<file path="config.mk">
export PLATFORM = sky130hd
export DESIGN_NAME = lightgun_capture
export DESIGN_NICKNAME = d
export VERILOG_FILES = /design/src/rtl/lightgun_pkg.sv /design/src/rtl/lightgun_sensor_filter.sv /design/src/rtl/lightgun_capture.sv
export SDC_FILE = /design/constraint.sdc
export NUM_CORES = 1
export LEC_CHECK = 0
export ABC_AREA = 1
export BUFFER_PORTS_ARGS = -buffer_cell sky130_fd_sc_hd__buf_2
export CAP_MARGIN = 20
export CORE_UTILIZATION = 40
export DETAILED_ROUTE_END_ITERATION = 8
export PLACE_DENSITY = 0.55
export SYNTH_ARGS = -nofsm -noshare
export SYNTH_HDL_FRONTEND = slang
export SYNTH_SLANG_ARGS = --single-unit
</file>
<file path="constraint.sdc">
create_clock -name CLK -period 4.7 [get_ports CLK]
set_input_delay 0.235 -clock CLK [delete_from_list [all_inputs] [get_ports CLK]]
set_output_delay 0.235 -clock CLK [all_outputs]
set_load 0.02 [all_outputs]
</file>
<file path="src/rtl/lightgun_pkg.sv">
// lightgun_pkg: shared types, widths and arithmetic helpers for the
// light-gun capture block (FSM state, report record, clamp/average math).
package lightgun_pkg;

  localparam int HCNT_W = 10;
  localparam int VCNT_W = 9;

  typedef enum logic [1:0] {
    ST_IDLE   = 2'd0,
    ST_ARMED  = 2'd1,
    ST_HOLD   = 2'd2,
    ST_REPORT = 2'd3
  } state_e;

  typedef struct packed {
    logic [HCNT_W-1:0] x;
    logic [VCNT_W-1:0] y;
    logic              hit;
    logic              trig;
  } report_t;

  // Column minus sensor delay, clamped at zero instead of wrapping.
  function automatic logic [HCNT_W-1:0] sat_sub_x(input logic [HCNT_W-1:0] a,
                                                  input logic [7:0]        b);
    logic [HCNT_W-1:0] b_ext;
    b_ext = {{(HCNT_W-8){1'b0}}, b};
    if (a >= b_ext) begin
      return a - b_ext;
    end else begin
      return {HCNT_W{1'b0}};
    end
  endfunction

  // Line minus line delay, clamped at zero instead of wrapping.
  function automatic logic [VCNT_W-1:0] sat_sub_y(input logic [VCNT_W-1:0] a,
                                                  input logic [7:0]        b);
    logic [VCNT_W-1:0] b_ext;
    b_ext = {{(VCNT_W-8){1'b0}}, b};
    if (a >= b_ext) begin
      return a - b_ext;
    end else begin
      return {VCNT_W{1'b0}};
    end
  endfunction

  // (a+b)>>1 without losing the carry.
  function automatic logic [HCNT_W-1:0] avg_x(input logic [HCNT_W-1:0] a,
                                              input logic [HCNT_W-1:0] b);
    return HCNT_W'(({1'b0, a} + {1'b0, b}) >> 1);
  endfunction

  // (a+b)>>1 without losing the carry.
  function automatic logic [VCNT_W-1:0] avg_y(input logic [VCNT_W-1:0] a,
                                              input logic [VCNT_W-1:0] b);
    return VCNT_W'(({1'b0, a} + {1'b0, b}) >> 1);
  endfunction

endpackage

</file>
<file path="src/rtl/lightgun_sensor_filter.sv">
// lightgun_sensor_filter: brings SENSOR/TRIGGER into the CLK domain and
// qualifies a hit once MIN_PULSE consecutive in-window pixel samples see
// light. run_start_o marks the first sample of a run (candidate position),
// qualified_o marks the MIN_PULSE-th sample.
import lightgun_pkg::*;

module lightgun_sensor_filter #(
  parameter int unsigned MIN_PULSE = 2
) (
  input  logic clk_i,
  input  logic rst_ni,
  input  logic ce_i,
  input  logic sensor_i,
  input  logic trigger_i,
  input  logic arm_i,
  input  logic window_i,
  output logic sens_sync_o,
  output logic trig_sync_o,
  output logic run_start_o,
  output logic qualified_o
);

  localparam logic [3:0] MIN_PULSE_C = 4'(MIN_PULSE);

  logic       sens_meta_q, sens_sync_q;
  logic       trig_meta_q, trig_sync_q;
  logic [3:0] run_cnt_q, run_cnt_d;
  logic       hit_sample_s;
  logic       sample_s;

  // Two-flop synchronizers for the asynchronous sensor and trigger lines.
  always_ff @(posedge clk_i or negedge rst_ni) begin
    if (!rst_ni) begin
      sens_meta_q <= 1'b0;
      sens_sync_q <= 1'b0;
      trig_meta_q <= 1'b0;
      trig_sync_q <= 1'b0;
    end else begin
      sens_meta_q <= sensor_i;
      sens_sync_q <= sens_meta_q;
      trig_meta_q <= trigger_i;
      trig_sync_q <= trig_meta_q;
    end
  end

  assign hit_sample_s = window_i & sens_sync_q;
  assign sample_s     = ce_i & arm_i & hit_sample_s;

  // Run length of consecutive lit samples; any dark sample or disarm restarts it.
  always_comb begin
    run_cnt_d = run_cnt_q;
    if (ce_i) begin
      if (!arm_i) begin
        run_cnt_d = 4'd0;
      end else if (hit_sample_s) begin
        if (run_cnt_q != 4'hF) begin
          run_cnt_d = run_cnt_q + 4'd1;
        end else begin
          run_cnt_d = run_cnt_q;
        end
      end else begin
        run_cnt_d = 4'd0;
      end
    end else begin
      run_cnt_d = run_cnt_q;
    end
  end

  // Run counter register.
  always_ff @(posedge clk_i or negedge rst_ni) begin
    if (!rst_ni) begin
      run_cnt_q <= 4'd0;
    end else begin
      run_cnt_q <= run_cnt_d;
    end
  end

  assign run_start_o = sample_s & (run_cnt_q == 4'd0);
  assign qualified_o = sample_s & ((run_cnt_q + 4'd1) == MIN_PULSE_C);
  assign sens_sync_o = sens_sync_q;
  assign trig_sync_o = trig_sync_q;

endmodule

</file>
<file path="src/rtl/lightgun_capture.sv">
// lightgun_capture: measures the raster position of the first qualified
// light-gun hit in each frame, subtracts sensor/line delays and offers one
// report per frame on a valid/ready handshake.
// Optional feature macro: LIGHTGUN_AVG_EN (average consecutive hit positions).
import lightgun_pkg::*;

module lightgun_capture #(
  parameter int unsigned MIN_PULSE = 2
) (
  input  logic              CLK,
  input  logic              RESET_N,
  input  logic              CE_PIX,
  input  logic              HDE,
  input  logic              VDE,
  input  logic              SENSOR,
  input  logic              TRIGGER,
  input  logic [7:0]        SENSOR_DELAY,
  input  logic [7:0]        LINE_DELAY,
  output logic [HCNT_W-1:0] POS_X,
  output logic [VCNT_W-1:0] POS_Y,
  output logic              POS_HIT,
  output logic              POS_TRIG,
  output logic              POS_VALID,
  input  logic              POS_READY,
  output logic              OVERRUN
);

  logic [HCNT_W-1:0] hcnt_q, hcnt_d;
  logic [VCNT_W-1:0] vcnt_q, vcnt_d;
  logic              hde_prev_q, vde_prev_q;
  logic              vde_rise_s, vde_fall_s, hde_fall_s;

  state_e            state_q, state_d;
  logic              hit_q, hit_d;
  logic              trig_q, trig_d;
  logic              report_s;

  logic [HCNT_W-1:0] cand_x_q;
  logic [VCNT_W-1:0] cand_y_q;

  logic              sens_sync_s, trig_sync_s, run_start_s, qualified_s;
  logic              arm_s;

  logic [HCNT_W-1:0] raw_x_s;
  logic [VCNT_W-1:0] raw_y_s;
  report_t           rep_s;
  report_t           rep_q;
  logic              valid_q, overrun_q;
  logic              load_s;

  assign arm_s = (state_q == ST_ARMED);

  lightgun_sensor_filter #(
    .MIN_PULSE (MIN_PULSE)
  ) u_filter (
    .clk_i       (CLK),
    .rst_ni      (RESET_N),
    .ce_i        (CE_PIX),
    .sensor_i    (SENSOR),
    .trigger_i   (TRIGGER),
    .arm_i       (arm_s),
    .window_i    (HDE & VDE),
    .sens_sync_o (sens_sync_s),
    .trig_sync_o (trig_sync_s),
    .run_start_o (run_start_s),
    .qualified_o (qualified_s)
  );

  assign vde_rise_s = CE_PIX &  VDE & ~vde_prev_q;
  assign vde_fall_s = CE_PIX & ~VDE &  vde_prev_q;
  assign hde_fall_s = CE_PIX & ~HDE &  hde_prev_q;

  // Raster counters: clear outside the display window, count up and saturate.
  always_comb begin
    hcnt_d = hcnt_q;
    vcnt_d = vcnt_q;
    if (CE_PIX) begin
      if (!HDE) begin
        hcnt_d = {HCNT_W{1'b0}};
      end else if (hcnt_q != {HCNT_W{1'b1}}) begin
        hcnt_d = hcnt_q + HCNT_W'(1);
      end else begin
        hcnt_d = hcnt_q;
      end
      if (!VDE) begin
        vcnt_d = {VCNT_W{1'b0}};
      end else if (hde_fall_s && (vcnt_q != {VCNT_W{1'b1}})) begin
        vcnt_d = vcnt_q + VCNT_W'(1);
      end else begin
        vcnt_d = vcnt_q;
      end
    end else begin
      hcnt_d = hcnt_q;
      vcnt_d = vcnt_q;
    end
  end

  // Raster counters and HDE/VDE history. vde_prev resets high so a reset
  // released mid-frame cannot fake a VDE rise and report a partial frame.
  always_ff @(posedge CLK or negedge RESET_N) begin
    if (!RESET_N) begin
      hcnt_q     <= {HCNT_W{1'b0}};
      vcnt_q     <= {VCNT_W{1'b0}};
      hde_prev_q <= 1'b0;
      vde_prev_q <= 1'b1;
    end else begin
      hcnt_q <= hcnt_d;
      vcnt_q <= vcnt_d;
      if (CE_PIX) begin
        hde_prev_q <= HDE;
        vde_prev_q <= VDE;
      end else begin
        hde_prev_q <= hde_prev_q;
        vde_prev_q <= vde_prev_q;
      end
    end
  end

  // Frame FSM: arm on VDE rise, lock the first qualified hit, report on VDE fall.
  // VDE fall is checked before qualification so a coinciding hit is a miss.
  always_comb begin
    state_d  = state_q;
    hit_d    = hit_q;
    trig_d   = trig_q;
    report_s = 1'b0;
    case (state_q)
      ST_IDLE: begin
        hit_d  = 1'b0;
        trig_d = 1'b0;
        if (vde_rise_s) begin
          state_d = ST_ARMED;
        end else begin
          state_d = ST_IDLE;
        end
      end
      ST_ARMED: begin
        if (CE_PIX) begin
          trig_d = trig_q | trig_sync_s;
        end else begin
          trig_d = trig_q;
        end
        if (vde_fall_s) begin
          hit_d   = 1'b0;
          state_d = ST_REPORT;
        end else if (qualified_s) begin
          hit_d   = 1'b1;
          state_d = ST_HOLD;
        end else begin
          state_d = ST_ARMED;
        end
      end
      ST_HOLD: begin
        if (CE_PIX) begin
          trig_d = trig_q | trig_sync_s;
        end else begin
          trig_d = trig_q;
        end
        if (vde_fall_s) begin
          state_d = ST_REPORT;
        end else begin
          state_d = ST_HOLD;
        end
      end
      ST_REPORT: begin
        report_s = 1'b1;
        hit_d    = 1'b0;
        trig_d   = 1'b0;
        if (VDE) begin
          state_d = ST_ARMED;
        end else begin
          state_d = ST_IDLE;
        end
      end
      default: begin
        hit_d   = 1'b0;
        trig_d  = 1'b0;
        state_d = ST_IDLE;
      end
    endcase
  end

  // FSM and per-frame flag registers.
  always_ff @(posedge CLK or negedge RESET_N) begin
    if (!RESET_N) begin
      state_q <= ST_IDLE;
      hit_q   <= 1'b0;
      trig_q  <= 1'b0;
    end else begin
      state_q <= state_d;
      hit_q   <= hit_d;
      trig_q  <= trig_d;
    end
  end

  // Candidate position: raster position at the first sample of each lit run.
  always_ff @(posedge CLK or negedge RESET_N) begin
    if (!RESET_N) begin
      cand_x_q <= {HCNT_W{1'b0}};
      cand_y_q <= {VCNT_W{1'b0}};
    end else if (run_start_s) begin
      cand_x_q <= hcnt_q;
      cand_y_q <= vcnt_q;
    end else begin
      cand_x_q <= cand_x_q;
      cand_y_q <= cand_y_q;
    end
  end

  // Delay compensation; a miss reports the origin.
  always_comb begin
    raw_x_s = {HCNT_W{1'b0}};
    raw_y_s = {VCNT_W{1'b0}};
    if (hit_q) begin
      raw_x_s = sat_sub_x(cand_x_q, SENSOR_DELAY);
      raw_y_s = sat_sub_y(cand_y_q, LINE_DELAY);
    end else begin
      raw_x_s = {HCNT_W{1'b0}};
      raw_y_s = {VCNT_W{1'b0}};
    end
  end

`ifdef LIGHTGUN_AVG_EN
  logic [HCNT_W-1:0] hist_x_q;
  logic [VCNT_W-1:0] hist_y_q;
  logic              hist_hit_q;

  // Previous frame's compensated position; a miss invalidates it.
  always_ff @(posedge CLK or negedge RESET_N) begin
    if (!RESET_N) begin
      hist_x_q   <= {HCNT_W{1'b0}};
      hist_y_q   <= {VCNT_W{1'b0}};
      hist_hit_q <= 1'b0;
    end else if (report_s) begin
      hist_x_q   <= raw_x_s;
      hist_y_q   <= raw_y_s;
      hist_hit_q <= hit_q;
    end else begin
      hist_x_q   <= hist_x_q;
      hist_y_q   <= hist_y_q;
      hist_hit_q <= hist_hit_q;
    end
  end

  // Report record: average with the previous hit when there is one.
  always_comb begin
    rep_s.hit  = hit_q;
    rep_s.trig = trig_q | (CE_PIX & trig_sync_s);
    if (hit_q && hist_hit_q) begin
      rep_s.x = avg_x(raw_x_s, hist_x_q);
      rep_s.y = avg_y(raw_y_s, hist_y_q);
    end else begin
      rep_s.x = raw_x_s;
      rep_s.y = raw_y_s;
    end
  end
`else
  // Report record: raw per-frame compensated position.
  always_comb begin
    rep_s.x    = raw_x_s;
    rep_s.y    = raw_y_s;
    rep_s.hit  = hit_q;
    rep_s.trig = trig_q | (CE_PIX & trig_sync_s);
  end
`endif

  // A report may load only into an empty or simultaneously drained slot.
  assign load_s = report_s & (~valid_q | POS_READY);

  // Output slot, valid flag and overrun pulse.
  always_ff @(posedge CLK or negedge RESET_N) begin
    if (!RESET_N) begin
      rep_q.x    <= {HCNT_W{1'b0}};
      rep_q.y    <= {VCNT_W{1'b0}};
      rep_q.hit  <= 1'b0;
      rep_q.trig <= 1'b0;
      valid_q    <= 1'b0;
      overrun_q  <= 1'b0;
    end else begin
      if (load_s) begin
        rep_q   <= rep_s;
        valid_q <= 1'b1;
      end else if (valid_q && POS_READY) begin
        rep_q   <= rep_q;
        valid_q <= 1'b0;
      end else begin
        rep_q   <= rep_q;
        valid_q <= valid_q;
      end
      overrun_q <= report_s & valid_q & ~POS_READY;
    end
  end

  assign POS_X     = rep_q.x;
  assign POS_Y     = rep_q.y;
  assign POS_HIT   = rep_q.hit;
  assign POS_TRIG  = rep_q.trig;
  assign POS_VALID = valid_q;
  assign OVERRUN   = overrun_q;

endmodule

</file>
==> impl_metrics.ini, run 1 <==
[run_status]
status = finished, final reports clean

[sta]
fin_setup_tns_ns = 0
setup_violations = 0
maxSlewViolCount = 0
relSlewSlack_pct = 36.8
rsz0062_at_grt = false
skew_ns = 0.00608
timing.final.hold_violations = 0
worstMarginPinSlew_ns = 0.948
fin_crit_ns = 2.15
finalCritPeriodShare_pct = 45.8
fmax_ghz = 0.464

[logic_synthesis]
ys_seq_area_share_pct = 43.3
synth.top_cell.area_share_pct = 42.7
yosys.cell_types.count = 28
synth_top_family_by_area = simple AND/OR/NAND/NOR gates
ys_ff_latch = 75
synth_commonest_cells = nand2_1, inv_1, dfrtp_1, nand3_1, o21ai_0
synth.most_common_cell = nand2_1
yosys.area.top_type = dfrtp_1
synth_cells = 572
synth_compound_area_share_pct = 10.1
netlist_top_cells_area = dfrtp_1, nand2_1, inv_1
netlist_area_sq_um = 4330
synthAdderAreaFrac_pct = 8.43
synth-edff-count = 0
async_flop_share_pct = 100
syn-num-nets = 624
ys_warn_count = 0
synth.avg_cell_area_sq_um = 7.58
synth_ff_type = dfrtp_1
synth-xor-area-share_pct = 1.41
synth.area.mux_share_pct = 0
synth-simple-area-share_pct = 27.4

[clocking]
clk_path_buf_depth = 2
cts_max_level = 3
numCtsBuffers = 9
tritoncts = built
cts.clk_slew.worst_paths_ns = 0.08
root_buffer = clkbuf_8
cts_resized = 0
clock_latency_ns = 0.35
cts_setup_buffers = 0
cts.sinks = 75

[global_route]
grtUsageTotal_pct = 18.2
grt_max_degree = 76
grt_pass1_wl_mm = 16.4
grt_antenna_before_repair = 0
grt_pass1_vias = 3591
grt-ovfl-total = 0

[critical_path]
endpoint = POS_Y[7]
cp_max_fo = 23
start_kind = flop
cp-startpoint = state_q[0]
r2r_start = state_q[0]
reg2reg_depth = 7
end_kind = flop
reg2reg_slack_ns = 2.55
crit_type = flop to flop
crit_arrival_ns = 2.43
r2r_end = POS_Y[7]
worst_ep_required_time_ns = 4.98

[drt]
via_per_inst = 4.80
initialDrtViolationCount = 159
antenna_left = 0
wire_per_inst_um = 11.9
vias = 3668
drt_first_pass_iters = 5
drc_errors = 0
routed_wl_mm = 9.08

[final_layout]
area_delta_synth_final_pct = 13.2
finish.utilization_pct = 47.1
final-instance-count-excl-fill = 764
stdcell_area_sq_um = 4910
final_layout_size_suffix_gt1_share_pct = 12.6
diodes = 0
num-nets-final = 675

[power_and_ir_drop]
irDropWorstVdd_v = 0.000160
p_clk_share_pct = 32.3
p_int_w = 0.00107
power_w = 0.00155
p_sw_share_pct = 31.3
power.density_nw_per_um2 = 316
power.switching_w = 0.000486
p_seq_share_pct = 46.8
p_leak_nw = 2.64
pwr-share-comb_pct = 20.9

[worst_hold_path]
hp-class = primary input to asynchronous set/reset pin

[placed_design]
gp_congestion = 0.840
dp_hpwl_mm = 6.89
placedInstanceArea_sq_um = 4690
io_buffers = 46
placedCellCount = 746

[floorplan]
pin_count = 47
die_area_sq_um = 11300
rows = 37
coreArea_sq_um = 10400
die_w_um = 106
dieHeight_um = 106
initial_core_util_pct = 41.6

[job]
drv_cap = 0
[registers in the layout, summed over array words and instances, names as in the netlist, named ones only]
name,flops
u_filter.run_cnt_q,4
hcnt_q,10
POS_HIT,1
POS_X,10
OVERRUN,1
trig_q,1
POS_VALID,1
hde_prev_q,1
cand_x_q,10
cand_y_q,9
POS_TRIG,1
vde_prev_q,1
u_filter.sens_meta_q,1
hit_q,1
state_q,1
u_filter.trig_meta_q,1
u_filter.sens_sync_o,1
u_filter.trig_sync_o,1
POS_Y,9
vcnt_q,9
[routing by layer]
| metal | wire, um | global-route usage [%] |
|---|---|---|
| met1 | 4750 | 26.0 |
| met2 | 3870 | 27.5 |
| met3 | 306 | 2.82 |
| met4 | 152 | 7.44 |
| met5 | 0 | 0 |
[placed cells by master, fill, tap and decap left out, types with 2 or more instances in the layout]
cell type | synthesis | final
nand3b_1 | 4 | 4
inv_1 | 93 | 93
xor2_1 | 4 | 4
buf_4 | 0 | 2
nand3_1 | 46 | 46
clkbuf_8 | 0 | 10
nand2_1 | 174 | 174
nand4_1 | 9 | 9
dlygate4sd3_1 | 0 | 2
fa_1 | 2 | 2
o21ai_0 | 39 | 39
buf_2 | 4 | 45
nor3_1 | 6 | 6
o21ai_2 | 10 | 10
nor2_1 | 34 | 34
or2_2 | 3 | 3
xnor2_1 | 3 | 3
a31oi_1 | 2 | 2
clkbuf_1 | 3 | 2
ha_1 | 26 | 26
a21oi_1 | 26 | 26
clkinvlp_4 | 0 | 2
dfrtp_1 | 74 | 74
[worst max-delay path: stages, from the launching register on]
cell	delay (ns)
dfrtp_1	0.40
ha_1	0.21
nand2_1	0.43
nor2_1	0.51
inv_1	0.20
nor2_1	0.14
nand2_1	0.05
o21ai_0	0.13
[area by class of cell]
cell class                      count  area, sq um
Clock buffer                       12          145
Clock inverter                      4         50.0
Fill cell                        1081         5510
Inverter                           94          353
Multi-Input combinational cell    394         2050
Sequential cell                    75         1880
Tap cell                          136          170
Timing Repair Buffer               49          260
[timing repair]
action                                 in CTS  in global routing
setup endpoints to repair                   0                  0
endpoints found under the hold margin       2                  0
hold buffers                                2                  0
[power groups by stage]
stage | logic (W) | registers [W] | clock network, W
2_1_floorplan | 0.000226 | 0.000738 | 0
3_3_place_gp | 0.000317 | 0.000738 | 0
3_5_place_dp | 0.000323 | 0.000740 | 0
4_1_cts | 0.000326 | 0.000727 | 0.000516
5_1_grt | 0.000380 | 0.000735 | 0.000540
6_report | 0.000324 | 0.000727 | 0.000502
[worst min path at each step]
stage | to | slack, ns | cells after the start
after floorplan | OVERRUN | -0.06 | 0
after global placement | u_filter.sens_sync_o | 0.33 | 0
after detailed placement | u_filter.sens_sync_o | 0.34 | 0
after CTS | hcnt_q[0] | 0.07 | 1
after global routing | hcnt_q[0] | 0.11 | 1
final | hcnt_q[1] | 0.01 | 1
[cell families after synthesis]
| logic type | count (synthesis) |
|---|---|
| AOI/OAI and AO/OA | 79 |
| xor gates and xnor gates | 7 |
| adders and majority gates | 28 |
| buffers and inverters | 103 |
| DFF | 75 |
| and+or+nand+nor | 280 |
[metrics by stage]
step	hold slack [ns]	worst slack [ns]
2_1_floorplan	-0.0606	2.96
5_1_grt	0.114	2.27
6_report	0.00965	2.55
4_1_cts	0.0665	2.50
3_3_place_gp	0.334	2.58
3_5_place_dp	0.336	2.53
Note: power is estimated with default switching activity, not from simulation.
==> run 2: changes to the inputs <==
--- a/config.mk
+++ b/config.mk
@@ -10,7 +10,7 @@
 export CAP_MARGIN = 20
 export CORE_UTILIZATION = 40
 export DETAILED_ROUTE_END_ITERATION = 8
-export PLACE_DENSITY = 0.55
+export PLACE_DENSITY = 0.57
 export SYNTH_ARGS = -nofsm -noshare
 export SYNTH_HDL_FRONTEND = slang
 export SYNTH_SLANG_ARGS = --single-unit
==> constraint.sdc (replaced) <==
create_clock -name CLK -period 1.8 [get_ports CLK]
set_input_delay 0.09 -clock CLK [delete_from_list [all_inputs] [get_ports CLK]]
set_output_delay 0.09 -clock CLK [all_outputs]
set_load 0.02 [all_outputs]
==> impl_metrics.ini, run 2 (synthesis gave the netlist of run 1 again) <==
[clocking]
clock_latency_ns = 0.37
clk_path_buf_depth = 2
cts_max_level = 3
numCtsBuffers = 9
cts.sinks = 75
tritoncts = built
cts.clk_slew.worst_paths_ns = 0.09
root_buffer = clkbuf_8

[global_route]
grt_pass1_vias = 3575
grtUsageTotal_pct = 18.2
grt_pass1_wl_mm = 16.3
grt_max_degree = 39
grt_antenna_before_repair = 0
grt-ovfl-total = 0

[placed_design]
io_buffers = 46
placedCellCount = 763
dp_hpwl_mm = 7.04
gp_congestion = 0.891

[critical_path]
start_kind = flop
critPathSlowestCell = dfrtp_1
path_common_cell = nand2_1
crit_type = flop to flop
end_kind = flop
cp_max_fo = 2
slowest_delay_ns = 0.37
crit_arrival_ns = 1.97
worst_ep_required_time_ns = 2.05
cp_cell_sequence = inv_2, ha_4, fa_2, nand3b_1, nand2_2, nand2_2, buf_4, nand4_1, nand2_1, nand2_1, nand2_1

[sta]
fmax_ghz = 0.581
setup_violations = 0
rsz0062_at_grt = true
finalCritPeriodShare_pct = 95.6
skew_ns = 0.0137
worstMarginPinSlew_ns = 0.484
timing.final.hold_violations = 0
maxSlewViolCount = 0
hold_ws_ns = 0.0745
fin_crit_ns = 1.72
relSlewSlack_pct = 67.7

[job]
drv_cap = 0

[drt]
routed_wl_mm = 9.41
initialDrtViolationCount = 119
antenna_left = 0
via_per_inst = 4.74
vias = 3736
wire_per_inst_um = 11.9
drc_errors = 0
drt_first_pass_iters = 4

[floorplan]
initial_core_util_pct = 41.6
pin_count = 47
die_w_um = 106
rows = 37
dieHeight_um = 106
coreArea_sq_um = 10400
die_area_sq_um = 11300

[final_layout]
final-instance-count-excl-fill = 788
final_layout_size_suffix_gt1_share_pct = 20.9
seqCellArea_sq_um = 1880
area_delta_synth_final_pct = 20.9
nFillCells = 1093
multiInputGateArea_sq_um = 2170
final_common_cell = nand2_1
diodes = 0
final_cell_mix = nand2_1, inv_1, dfrtp_1
num-nets-final = 699
finish.utilization_pct = 50.3

[power_and_ir_drop]
irDropWorstVdd_v = 0.000471
power.density_nw_per_um2 = 804
p_leak_nw = 2.80

[run_status]
status = finished, final reports clean

[worst_hold_path]
hp-class = primary input to flop
## run 2: critical path, delay by kind of cell, from the launching register on
kind                       cells  cell delay [ns]
and+or+nand+nor                7             0.56
adders and majority gates      2             0.49
DFF                            1             0.37
buffers and inverters          2             0.19
## run 2: routing by layer
metal | track usage [%] | vias to the layer above | wire length, um
li1 | - | 1970 | -
met1 | 25.2 | 1691 | 4680
met2 | 28.2 | 62 | 4240
met3 | 3.37 | 13 | 324
met4 | 7.14 | 0 | 163
met5 | 0 | - | 0
## run 2: timing repair
item,in CTS,in global routing
gates cloned,0,0
pin swaps,0,6
endpoints found under the setup margin,9,39
hold buffers,4,0
resized for setup,4,41
setup buffers,0,5
hold endpoints to repair,37,0
## run 2: report_power, final
part / internal (W) / total, W / switching [W]
clock network: 0.000643 / 0.00131 / 0.000663
logic: 0.000416 / 0.00100 / 0.000589
registers: 0.00181 / 0.00190 / 0.0000964
## run 2: per-stage QoR
step | total power, W | setup WS [ns] | cell area (sq um) | TNS [ns]
2_1_floorplan | 0.00252 | 0.0594 | 4330 | 0
3_3_place_gp | 0.00278 | 0.0163 | 4840 | 0
3_5_place_dp | 0.00281 | -0.0370 | 4840 | -0.169
4_1_cts | 0.00415 | -0.000378 | 5080 | -0.000378
5_1_grt | 0.00448 | -0.0464 | 5240 | -0.113
6_report | 0.00421 | 0.0792 | 5240 | 0
## run 2: worst paths after layout
kind | start | endpoint | slack (ns) | cells past startpoint
max | cand_x_q[0] | POS_X[8] | 0.08 | 11
min | CE_PIX | hcnt_q[6] | 0.07 | 4
max reg2reg | cand_x_q[0] | POS_X[8] | 0.08 | 11
min reg2reg | u_filter.sens_meta_q | u_filter.sens_sync_o | 0.36 | 0
max in group asynchronous | RESET_N | cand_y_q[6] | 0.98 | 3
min in group asynchronous | RESET_N | u_filter.trig_meta_q | 0.22 | 2
## run 2: layout make-up
cell class | instances | area share, %
multi-input cells | 394 | 41.4
flip-flops and latches | 75 | 35.9
repair buffers | 73 | 9.05
inverters | 94 | 6.74
well taps | 136 | 3.25
clock buffers | 10 | 2.44
clock inverters | 6 | 1.24
==> run 3: changes to the inputs <==
--- a/config.mk
+++ b/config.mk
@@ -8,9 +8,10 @@
 export ABC_AREA = 1
 export BUFFER_PORTS_ARGS = -buffer_cell sky130_fd_sc_hd__buf_2
 export CAP_MARGIN = 20
+export CORE_ASPECT_RATIO = 0.75
 export CORE_UTILIZATION = 40
 export DETAILED_ROUTE_END_ITERATION = 8
-export PLACE_DENSITY = 0.57
+export PLACE_DENSITY = 0.55
 export SYNTH_ARGS = -nofsm -noshare
 export SYNTH_HDL_FRONTEND = slang
 export SYNTH_SLANG_ARGS = --single-unit
==> constraint.sdc (replaced) <==
create_clock -name CLK -period 2.1 [get_ports CLK]
set_input_delay 0.105 -clock CLK [delete_from_list [all_inputs] [get_ports CLK]]
set_output_delay 0.105 -clock CLK [all_outputs]
set_load 0.02 [all_outputs]
==> impl_metrics.ini, run 3 (synthesis gave the netlist of run 1 again) <==
[run_status]
status = finished, final reports clean

[global_route]
grtUsageTotal_pct = 18.3
grt_pass1_vias = 3402
grt_max_degree = 45
grt_antenna_before_repair = 0
grt-ovfl-total = 0
grt_pass1_wl_mm = 16.1

[power_and_ir_drop]
power.switching_w = 0.00113
p_seq_share_pct = 38.0
p_clk_share_pct = 44.9
p_leak_nw = 2.77
p_int_w = 0.00317
power.density_nw_per_um2 = 830
pwr-share-comb_pct = 17.1
p_sw_share_pct = 26.2
irDropWorstVdd_v = 0.000559

[critical_path]
cp_max_fo = 5
critPathSlowestCell = dfrtp_1
crit_arrival_ns = 2.08
crit_type = flop to flop
end_kind = flop
reg2reg_depth = 10
r2r_start = vcnt_q[0]
path_common_cell = nand2_1
start_kind = flop
worst_ep_required_time_ns = 2.34
slowest_delay_ns = 0.40
reg2reg_slack_ns = 0.26
cp_cell_sequence = ha_1, nand3_1, nor2_1, ha_1, nor2_1, nand2_1, nand2_1, nand2_1, o21ai_0, nor3b_1
r2r_end = vcnt_q[7]

[placed_design]
dp_hpwl_mm = 7.06
dp_slack_ns = 0.166
gp_congestion = 0.922
io_buffers = 46

[floorplan]
die_area_sq_um = 11300
initial_core_util_pct = 41.6
die_w_um = 122
pin_count = 47
rows = 32
dieHeight_um = 92.1
coreArea_sq_um = 10400

[clocking]
clock_latency_ns = 0.33
cts.clk_slew.worst_paths_ns = 0.06
tritoncts = built
cts_max_level = 3
cts.sinks = 75
numCtsBuffers = 9
root_buffer = clkbuf_16
clk_path_buf_depth = 2

[worst_hold_path]
hp-start = POS_READY
hold_path_end = OVERRUN
hp-class = primary input to flop
whs_path_depth = 4

[final_layout]
num-nets-final = 682
diodes = 0
final_cell_mix = nand2_1, inv_1, dfrtp_1
final_layout_size_suffix_gt1_share_pct = 13.9
nFillCells = 1025
final_common_cell = nand2_1
area_delta_synth_final_pct = 19.3

[sta]
worstMarginPinSlew_ns = 0.447
fin_setup_tns_ns = 0
worst_slack_ns = 0.258
finalCritPeriodShare_pct = 87.7
setup_violations = 0
timing.final.hold_violations = 0
fmax_ghz = 0.543
rsz0062_at_grt = false
skew_ns = 0.00728
maxSlewViolCount = 0
fin_crit_ns = 1.84
relSlewSlack_pct = 70.2

[drt]
drc_errors = 0
vias = 3659
initialDrtViolationCount = 154
drt_first_pass_iters = 4
wire_per_inst_um = 12.0
via_per_inst = 4.75
routed_wl_mm = 9.27
antenna_left = 0

[job]
drv_cap = 0
run 3: routing by layer:
layer  part of all wire (%)  up-vias  GRT usage (%)
met5                      0        -              0
met4                   0.41        0           4.57
met3                    4.2        2           4.54
met2                     42       69           26.5
met1                     54     1648           27.0
li1                       -     1940              -
run 3: critical path: cells and delay by family (launching register included):
family | cells | cell delay [ns]
AOI/OAI and AO/OA | 1 | 0.15
adders and majority gates | 2 | 0.44
and+or+nand+nor | 7 | 0.76
DFF | 1 | 0.40
run 3: per-stage QoR:
stage / power (W) / util (%) / std cells / instance area [sq um] / hold slack, ns
floorplan: 0.00216 / - / 572 / 4330 / -0.191
global placement: 0.00237 / 45.7 / 752 / 4760 / 0.0823
detailed placement: 0.00239 / 45.7 / 752 / 4760 / 0.0833
CTS: 0.00435 / 49.6 / 771 / 5170 / 0.0587
global route: 0.00453 / 49.7 / 771 / 5170 / 0.0820
finish: 0.00429 / 49.7 / 771 / 5170 / 0.0660
run 3: what timing repair did:
item	4_1_cts	5_1_grt
buffers inserted	0	0
hold buffers	3	0
endpoints found under the setup margin	0	3
hold endpoints to repair	33	0
resized for setup	0	2
run 3: worst max-delay path by stage:
stage           endpoint  slack (ns)  cells past startpoint         from
2_1_floorplan   POS_X[6]        0.36                     11  cand_x_q[0]
5_1_grt         POS_X[9]        0.03                     11  cand_x_q[0]
6_report       vcnt_q[7]        0.26                     10    vcnt_q[0]
3_3_place_gp    POS_X[9]        0.23                     11  cand_x_q[0]
3_5_place_dp    POS_X[9]        0.17                     11  cand_x_q[0]
4_1_cts         POS_X[6]        0.15                     11  cand_x_q[0]
run 3: power groups by stage:
stage / clock, W / sequential, W / combinational (W)
6_report: 0.00193 / 0.00163 / 0.000733
5_1_grt: 0.00203 / 0.00165 / 0.000848
4_1_cts: 0.00197 / 0.00163 / 0.000740
3_5_place_dp: 0 / 0.00166 / 0.000728
3_3_place_gp: 0 / 0.00166 / 0.000714
2_1_floorplan: 0 / 0.00165 / 0.000506
run 3: area by class of cell:
class / count / area (sq um) / share of cell area (%)
Tap cell: 136 / 170 / 3.29
Multi-Input combinational cell: 394 / 2050 / 39.7
Sequential cell: 75 / 1880 / 36.3
Clock buffer: 12 / 256 / 4.96
Clock inverter: 4 / 120 / 2.32
Timing Repair Buffer: 56 / 340 / 6.58
Inverter: 94 / 353 / 6.82
